[src/rtl/simd_accum_dump.sv]
// SIMD integrate-and-dump accumulator.
// Sums ACC_LEN accepted beats per lane, with no carry crossing between lanes.
// Each lane is LANE_W-bit signed two's complement.
// Completed sums and sticky overflow flags go out through a valid/ready
// output register.
// Lane packing follows the DSP SIMD layout: lane k sits at [k*LANE_W +: LANE_W].

module simd_accum_dump #(
    parameter int unsigned LANES    = 2,
    parameter int unsigned LANE_W   = 24,
    parameter int unsigned ACC_LEN  = 16,
    parameter bit          SATURATE = 1'b0
) (
    input  logic                      clk_i,
    input  logic                      rst_n_i,
    input  logic                      clr_i,
    input  logic [LANES*LANE_W-1:0]   s_data_i,
    input  logic                      s_valid_i,
    output logic                      s_ready_o,
    output logic [LANES*LANE_W-1:0]   m_data_o,
    output logic [LANES-1:0]          m_ovf_o,
    output logic                      m_valid_o,
    input  logic                      m_ready_i
);

    localparam int unsigned DataW = LANES * LANE_W;
    localparam int unsigned CntW  = $clog2(ACC_LEN);

    localparam logic [CntW-1:0]   CntLast = CntW'(ACC_LEN - 1);
    localparam logic [LANE_W-1:0] LaneMax = {1'b0, {(LANE_W - 1){1'b1}}};
    localparam logic [LANE_W-1:0] LaneMin = {1'b1, {(LANE_W - 1){1'b0}}};

    // Elaboration-time parameter legality.
    if (!(LANES == 1 || LANES == 2 || LANES == 4)) begin : g_bad_lanes
        $error("simd_accum_dump: LANES must be 1, 2 or 4");
    end
    if (LANES * LANE_W > 48) begin : g_bad_width
        $error("simd_accum_dump: LANES*LANE_W must not exceed 48");
    end
    if (ACC_LEN < 2) begin : g_bad_len
        $error("simd_accum_dump: ACC_LEN must be at least 2");
    end

    // Frame state.
    logic [CntW-1:0]               cnt_q, cnt_d;
    logic [LANES-1:0][LANE_W-1:0]  acc_q, acc_d;
    logic [LANES-1:0]              ovf_q, ovf_d;

    // Output register.
    logic [DataW-1:0]              m_data_q, m_data_d;
    logic [LANES-1:0]              m_ovf_q, m_ovf_d;
    logic                          m_valid_q, m_valid_d;

    // Per-lane datapath.
    logic [LANES-1:0][LANE_W-1:0]  base_w;
    logic [LANES-1:0][LANE_W-1:0]  x_w;
    logic [LANES-1:0][LANE_W-1:0]  raw_w;
    logic [LANES-1:0][LANE_W-1:0]  sum_w;
    logic [LANES-1:0]              add_ovf_w;
    logic [LANES-1:0]              ovf_acc_w;

    logic                          first_beat;
    logic                          last_beat;
    logic                          s_ready;
    logic                          beat_acc;
    logic                          dump;

    // Handshake decode: only the closing beat of a frame can stall, and only
    // while the previous dump is still waiting downstream.
    always_comb begin
        first_beat = (cnt_q == '0);
        last_beat  = (cnt_q == CntLast);
        s_ready    = !(last_beat && m_valid_q && !m_ready_i);
        // A beat coinciding with clr_i is dropped even though it handshakes.
        beat_acc   = s_valid_i && s_ready && !clr_i;
        dump       = beat_acc && last_beat;
    end

    // Independent per-lane add with signed overflow detect and optional clamp.
    always_comb begin
        base_w    = '0;
        x_w       = '0;
        raw_w     = '0;
        sum_w     = '0;
        add_ovf_w = '0;
        ovf_acc_w = '0;
        for (int k = 0; k < LANES; k++) begin
            // Beat 0 restarts the frame, so the stale sum is never consumed.
            base_w[k] = first_beat ? '0 : acc_q[k];
            x_w[k]    = s_data_i[k*LANE_W +: LANE_W];
            raw_w[k]  = base_w[k] + x_w[k];
            add_ovf_w[k] = (base_w[k][LANE_W-1] == x_w[k][LANE_W-1]) &&
                           (raw_w[k][LANE_W-1] != x_w[k][LANE_W-1]);
            if (SATURATE && add_ovf_w[k]) begin
                // Operands share a sign here, so x's sign picks the rail.
                sum_w[k] = x_w[k][LANE_W-1] ? LaneMin : LaneMax;
            end else begin
                sum_w[k] = raw_w[k];
            end
            ovf_acc_w[k] = (first_beat ? 1'b0 : ovf_q[k]) | add_ovf_w[k];
        end
    end

    // Next-state for the beat counter and the partial sums.
    always_comb begin
        cnt_d = cnt_q;
        acc_d = acc_q;
        ovf_d = ovf_q;
        if (clr_i) begin
            cnt_d = '0;
            acc_d = '0;
            ovf_d = '0;
        end else if (beat_acc) begin
            cnt_d = last_beat ? '0 : cnt_q + CntW'(1);
            acc_d = sum_w;
            ovf_d = ovf_acc_w;
        end
    end

    // Next-state for the output register; a fresh dump overrides the drain.
    always_comb begin
        m_data_d  = m_data_q;
        m_ovf_d   = m_ovf_q;
        m_valid_d = m_valid_q;
        if (dump) begin
            m_data_d  = sum_w;
            m_ovf_d   = ovf_acc_w;
            m_valid_d = 1'b1;
        end else if (m_valid_q && m_ready_i) begin
            m_valid_d = 1'b0;
        end
    end

    // Frame state registers.
    always_ff @(posedge clk_i or negedge rst_n_i) begin
        if (!rst_n_i) begin
            cnt_q <= '0;
            acc_q <= '0;
            ovf_q <= '0;
        end else begin
            cnt_q <= cnt_d;
            acc_q <= acc_d;
            ovf_q <= ovf_d;
        end
    end

    // Output registers.
    always_ff @(posedge clk_i or negedge rst_n_i) begin
        if (!rst_n_i) begin
            m_data_q  <= '0;
            m_ovf_q   <= '0;
            m_valid_q <= 1'b0;
        end else begin
            m_data_q  <= m_data_d;
            m_ovf_q   <= m_ovf_d;
            m_valid_q <= m_valid_d;
        end
    end

    // Port drive.
    always_comb begin
        s_ready_o = s_ready;
        m_data_o  = m_data_q;
        m_ovf_o   = m_ovf_q;
        m_valid_o = m_valid_q;
    end

endmodule

[config.mk]
export PLATFORM = sky130hd
export DESIGN_NAME = simd_accum_dump
export DESIGN_NICKNAME = d
export VERILOG_FILES = /design/src/rtl/simd_accum_dump.sv
export SDC_FILE = /design/constraint.sdc
export NUM_CORES = 1
export LEC_CHECK = 0
export ABC_AREA = 0
export CORE_UTILIZATION = 55
export CTS_CLUSTER_DIAMETER = 40
export DETAILED_ROUTE_END_ITERATION = 10
export PLACE_DENSITY = 0.82
export SLEW_MARGIN = 25
export SYNTH_ARGS = -nofsm -noshare
export SYNTH_HDL_FRONTEND = slang
export SYNTH_SLANG_ARGS = --single-unit
[constraint.sdc]
create_clock -name clk_i -period 4.1 [get_ports clk_i]
set_input_delay 1.23 -clock clk_i [delete_from_list [all_inputs] [get_ports clk_i]]
set_output_delay 1.23 -clock clk_i [all_outputs]
set_load 0.01 [all_outputs]
Yosys cells after proc, flatten, opt, wreduce, memory -nomap -nowiden
Cells that the tools add are included.
Word-level totals
  bits in registers: 105
  latch bits: 0
  memory bits (writable): 0
  memory bits (read-only): 0
  bits of input ports: 53
  memories kept: 0
Operators by class
  add/sub/neg operators: 3
  $mul: 0
  div/mod/pow operators: 0
  magnitude comparators: 0
  equality and inequality tests: 5
  shifts and indexed selects: 0
  muxes and demuxes: 13
  bitwise logic cells: 2
  reductions and logical operators: 14
Operators by type and width (number)
  two-way mux 48 bit: 2
  adder 24 bit: 2
  two-way mux 24 bit: 2
  two-way mux 4 bit: 3
  logical AND 1 bit: 8
  adder 4 x 1 -> 4 bit (second input constant): 1
  == test 4 bit (second input constant): 1
  zero test 4 bit: 1
  two-way mux 1 bit: 4
  two-way mux 2 bit: 2
  nonzero test 2 bit: 2
  zero test 1 bit: 3
  == test 1 bit: 2
  != test 1 bit: 2
  OR 1 bit: 2

Depth between registers and ports, before layout
Gate-level depths: netlist (run 1).
  word-level depth: 8
  gate-level depth with buffers: 17

Worst setup path before layout (run 1)
OpenSTA, ideal clock, no wires.
  path kind: in2reg
  from: in s_data_i[6]
  to: reg acc_q[23] (netlist name)
  arrival: 3.262 ns
  required time: 3.976 ns
  path slack: 0.714 ns
  stages: 9
  buffers on the path: 0
  cells stage by stage: ha_1 > nand4_1 > a211oi_2 > nor2_1 > o311a_1 > o31a_1 > xnor2_2 > nor4b_1 > a211o_1
On the way
  longest elaborated chain between the ends: 3
RTL lines
  start, declared: line 17  | input logic [LANES*LANE_W-1:0] s_data_i,
  adder 24 bit: line 91  | raw_w[k] = base_w[k] + x_w[k];
  two-way mux 48 bit: line 113  | end else if (beat_acc) begin
  two-way mux 48 bit: line 109  | if (clr_i) begin
  end signal, assigned: line 138  | acc_q <= '0;
  end signal, assigned: line 142  | acc_q <= acc_d;
  end, declared: line 46  | logic [LANES-1:0][LANE_W-1:0] acc_q, acc_d;
Every way passes these cells. The select of a mux whose other input is x is not followed.
A chain may end at the register's enable or synchronous reset.

Worst setup path in the final report (run 1)
  from: in s_data_i[24]
  to: reg m_data_q[46], in the netlist m_data_o[46]
On the way
  longest elaborated chain between the ends: 1
RTL lines
  adder 24 bit: line 91
  end signal, assigned: line 154  | m_data_q <= m_data_d;
  end, declared: line 50  | logic [DataW-1:0] m_data_q, m_data_d;
Every way passes these cells.

==> results of run 1 <==
==> routing by layer <==
layer | track usage [%] | up-vias | wire length [um]
li1 | - | 3148 | -
met1 | 36.65 | 2986 | 7999
met2 | 46.79 | 164 | 8366
met3 | 5.324 | 19 | 855
met4 | 8.918 | 0 | 265
met5 | 0 | - | 0
==> registers in the layout, indices dropped and copies added (netlist names) <==
register,flops
cnt_q,4
acc_q,48
ovf_q,2
m_data_o,48
m_ovf_o,2
m_valid_o,1
==> where the power goes <==
group          internal, mW  switching [mW]  total, mW
Combinational         0.225           0.302      0.527
Sequential             1.08          0.0219       1.10
Clock                 0.532           0.390      0.922
Total                  1.83           0.714       2.55
==> worst reg2reg max path: cells and delay by family, from the launching register on <==
family | cells | cell delay, ns
DFF | 1 | 0.42
AOI/OAI and AO/OA | 6 | 1.62
adders and majority gates | 2 | 0.56
buffers and inverters | 2 | 0.34
and+or+nand+nor | 4 | 0.64
==> cells by family (layout without fill, tap and decap cells) <==
group	count (synthesis)	in the layout	share of synthesized area (%)
adders and majority gates	50	50	9.120
xor gates and xnor gates	40	40	5.095
AOI/OAI and AO/OA	220	220	18.94
DFF	105	105	37.41
muxes	5	5	0.7659
and+or+nand+nor	365	365	24.03
buffers and inverters	70	172	4.649
==> area by class of cell <==
cell class / count / area (um^2) / share of cell area, %
Multi-Input combinational cell: 680 / 4076 / 47.53
Sequential cell: 105 / 2628 / 30.63
Timing Repair Buffer: 130 / 1254 / 14.62
Clock buffer: 10 / 229.0 / 2.670
Tap cell: 168 / 210.2 / 2.451
Inverter: 26 / 97.59 / 1.138
Clock inverter: 6 / 82.58 / 0.9628
==> cell usage in the layout (no fill, tap or decap), drive strengths merged, types with 3 or more instances in the layout <==
cell,instances
a211o,4
a211oi,10
a21o,8
a21oi,84
a31oi,5
and2,51
and3,8
buf,28
clkbuf,10
clkdlybuf4s50,102
clkinv,3
dfrtp,105
ha,48
inv,26
mux2,3
nand2,185
nand2b,7
nand3,16
nand3b,6
nand4,8
nor2,48
nor2b,5
nor3,16
nor3b,5
o211ai,8
o21a,6
o21ai,60
o21bai,7
o22ai,4
o31a,3
o31ai,3
xnor2,21
xor2,19
==> synth_stat cells, types with 3 or more instances <==
cell type | count | area [um^2]
a211oi_1 | 9 | 67.56
o211ai_1 | 8 | 60.06
a21oi_1 | 83 | 415.4
nand3_1 | 16 | 80.08
nand4_1 | 8 | 50.05
dfrtp_1 | 105 | 2628
a21o_1 | 8 | 60.06
o22ai_1 | 4 | 25.02
xor2_1 | 19 | 166.4
and2_1 | 50 | 312.8
a31oi_1 | 5 | 31.28
o21bai_1 | 7 | 52.55
nand2b_1 | 7 | 43.79
nand3b_1 | 6 | 45.04
buf_6 | 3 | 33.78
o31ai_1 | 3 | 22.52
clkbuf_1 | 31 | 116.4
clkbuf_8 | 4 | 55.05
ha_1 | 48 | 600.6
nand2_1 | 185 | 694.4
inv_1 | 26 | 97.59
nor2_1 | 48 | 180.2
nor2b_1 | 5 | 31.28
nor3b_1 | 5 | 37.54
o21ai_0 | 59 | 295.3
a211o_1 | 3 | 26.28
and3_1 | 8 | 50.05
o21a_1 | 6 | 45.04
mux2_2 | 3 | 33.78
buf_1 | 5 | 18.77
xnor2_1 | 20 | 175.2
nor3_1 | 16 | 80.08
==> path summary, 6_finish.rpt <==
path	startpoint	end	slack, ns	depth (start not counted)
max in group asynchronous	rst_n_i	m_data_o[28]	2.55	2
worst max register to register	cnt_q[0]	ovf_q[0]	0.38	14
min in group asynchronous	rst_n_i	m_data_o[5]	0.81	1
worst max-delay path	s_data_i[24]	m_data_o[46]	0.34	12
worst min register to register	m_data_o[40]	m_data_o[40]	0.47	2
worst min-delay path	m_data_o[40]	m_data_o[40]	0.47	2
==> flow_summary_export.csv, run 1 <==
group,metric,value,unit
power_and_ir_drop,peakVddDrop,0.0002207,V
outcome,run_status,"completed",
synth,netlist_area,7024,um^2
detailed_routing,viasPerCell,5.615,
layout,diodes,0,
flow_run,max_cap_viol_count,0,
critical_path,path_delay_family,"compound AO/OA/AOI/OAI gates",
critical_path,cp_slowest_cell,"clkdlybuf4s50_1",
sta,rsz0062_at_grt,"no",
clocking,cts_buffers,9,
floorplan,io_pins,105,
clocking,clk_latency,0.36,ns
clocking,cts.repair.resized,0,
synth,syn_inst,855,
floorplan,die_w,115.0,um
layout,stdcell_count,1125,
critical_path,crit_path_start_kind,"primary input",
critical_path,worstPathArrival,4.01,ns
layout,nets,1055,
power_and_ir_drop,p_leak,4.029,nW
layout,fillers,1012,
power_and_ir_drop,power_density,297.0,nW/um^2
critical_path,required,4.35,ns
detailed_routing,wl,17490,um
sta,post-route-worst-setup-slack,0.3381,ns
floorplan,initial_core_util,57.52,%
sta,min_period,3.762,ns
floorplan,rows,40,
synth,ys_seq_area_share,37.41,%
global_routing,gr-total-overflow,0,
detailed_routing,wl_per_cell,15.54,um
synth,ys_warn_count,0,
sta,fin_skew,0.009794,ns
synth,synthesis.nets,958,
critical_path,crit_chain,"clkdlybuf4s50_1, ha_1, inv_1, fa_1, nand2b_1, a21oi_1, o22ai_1, o21ai_0, o21ai_0, o21ai_0, xor2_1, mux2_2",
sta,final.period_utilization,91.75,%
synth,synth-async-reset-ratio,100.0,%
synth,synth.avg_cell_area,8.215,um^2
critical_path,cpPeakStageDelay,0.46,ns
floorplan,die-height,115.0,um
sta,max_slew_margin,53.44,%
synth,yosysUniqueCellTypes,65,
sta,worst_pin_slew,0.6983,ns
detailed_routing,detail_route.first_pass.iterations,5,
placed_design,place_worst_setup_slack,-0.02112,ns
placed_design,dp_cells,1109,
clocking,htreeDepth,3,
synth,ys_seq_elements,105,
placed_design,globalplace.congestion,0.9262,
sta,hold_ws,0.4741,ns
floorplan,core_area,12210,um^2
global_routing,grt_pass1_wl,28950,um
sta,fin_tns_setup,0,ns
clocking,clkTransAtPathRegs,0.07,ns
global_routing,grt_max_degree,75,
clocking,cts_tree,"done",
critical_path,timing.critical_path.buf_inv,2,
clocking,root_buffer,"clkbuf_16",
clocking,postCtsHoldBufs,0,
global_routing,track_usage,27.94,%
synth,synth_edf_count,0,
layout,area_delta_synth_final,22.11,%
detailed_routing,drc,0,
placed_design,hpwl,12150,um
placed_design,placed_area,8265,um^2
sta,setup_viol,0,
global_routing,antenna_found_initial,0,
power_and_ir_drop,total_power,2.547,mW
clocking,clock_sinks,105,
clocking,cts_buffer_depth,2,
sta,slew_violations,0,
critical_path,cp-end-kind,"flip-flop",
clocking,postCtsSetupRepairBufs,0,
detailed_routing,detail-route-antenna-nets,0,
layout,layout-drive-gt1-share,6.165,%
global_routing,grt_pass1_vias,6119,
sta,fmax,0.2658,GHz
critical_path,crit_top_cell,"o21ai_0",
detailed_routing,first_iter_violations,427,
synth,ys.flop_type,"dfrtp_1",
placed_design,portBuffers,104,
critical_path,crit_type,"primary input to flip-flop",
sta,hold_viol_final,0,
hold_path,hold_class,"flip-flop to flip-flop",
layout,fin_util,70.24,%
detailed_routing,vias,6317,
critical_path,crit_fanout,4,
layout,final_area,8577,um^2
floorplan,die_area,13230,um^2
(Power assumes the default switching activity.)
==> inputs of run 2 (changes only) <==
--- a/config.mk
+++ b/config.mk
@@ -10,6 +10,7 @@
 export CTS_CLUSTER_DIAMETER = 40
 export DETAILED_ROUTE_END_ITERATION = 10
 export PLACE_DENSITY = 0.82
+export SKIP_LAST_GASP = 1
 export SLEW_MARGIN = 25
 export SYNTH_ARGS = -nofsm -noshare
 export SYNTH_HDL_FRONTEND = slang
==> results of run 2 <==
Final layout, timing and power as in run 1 (identical DEF).
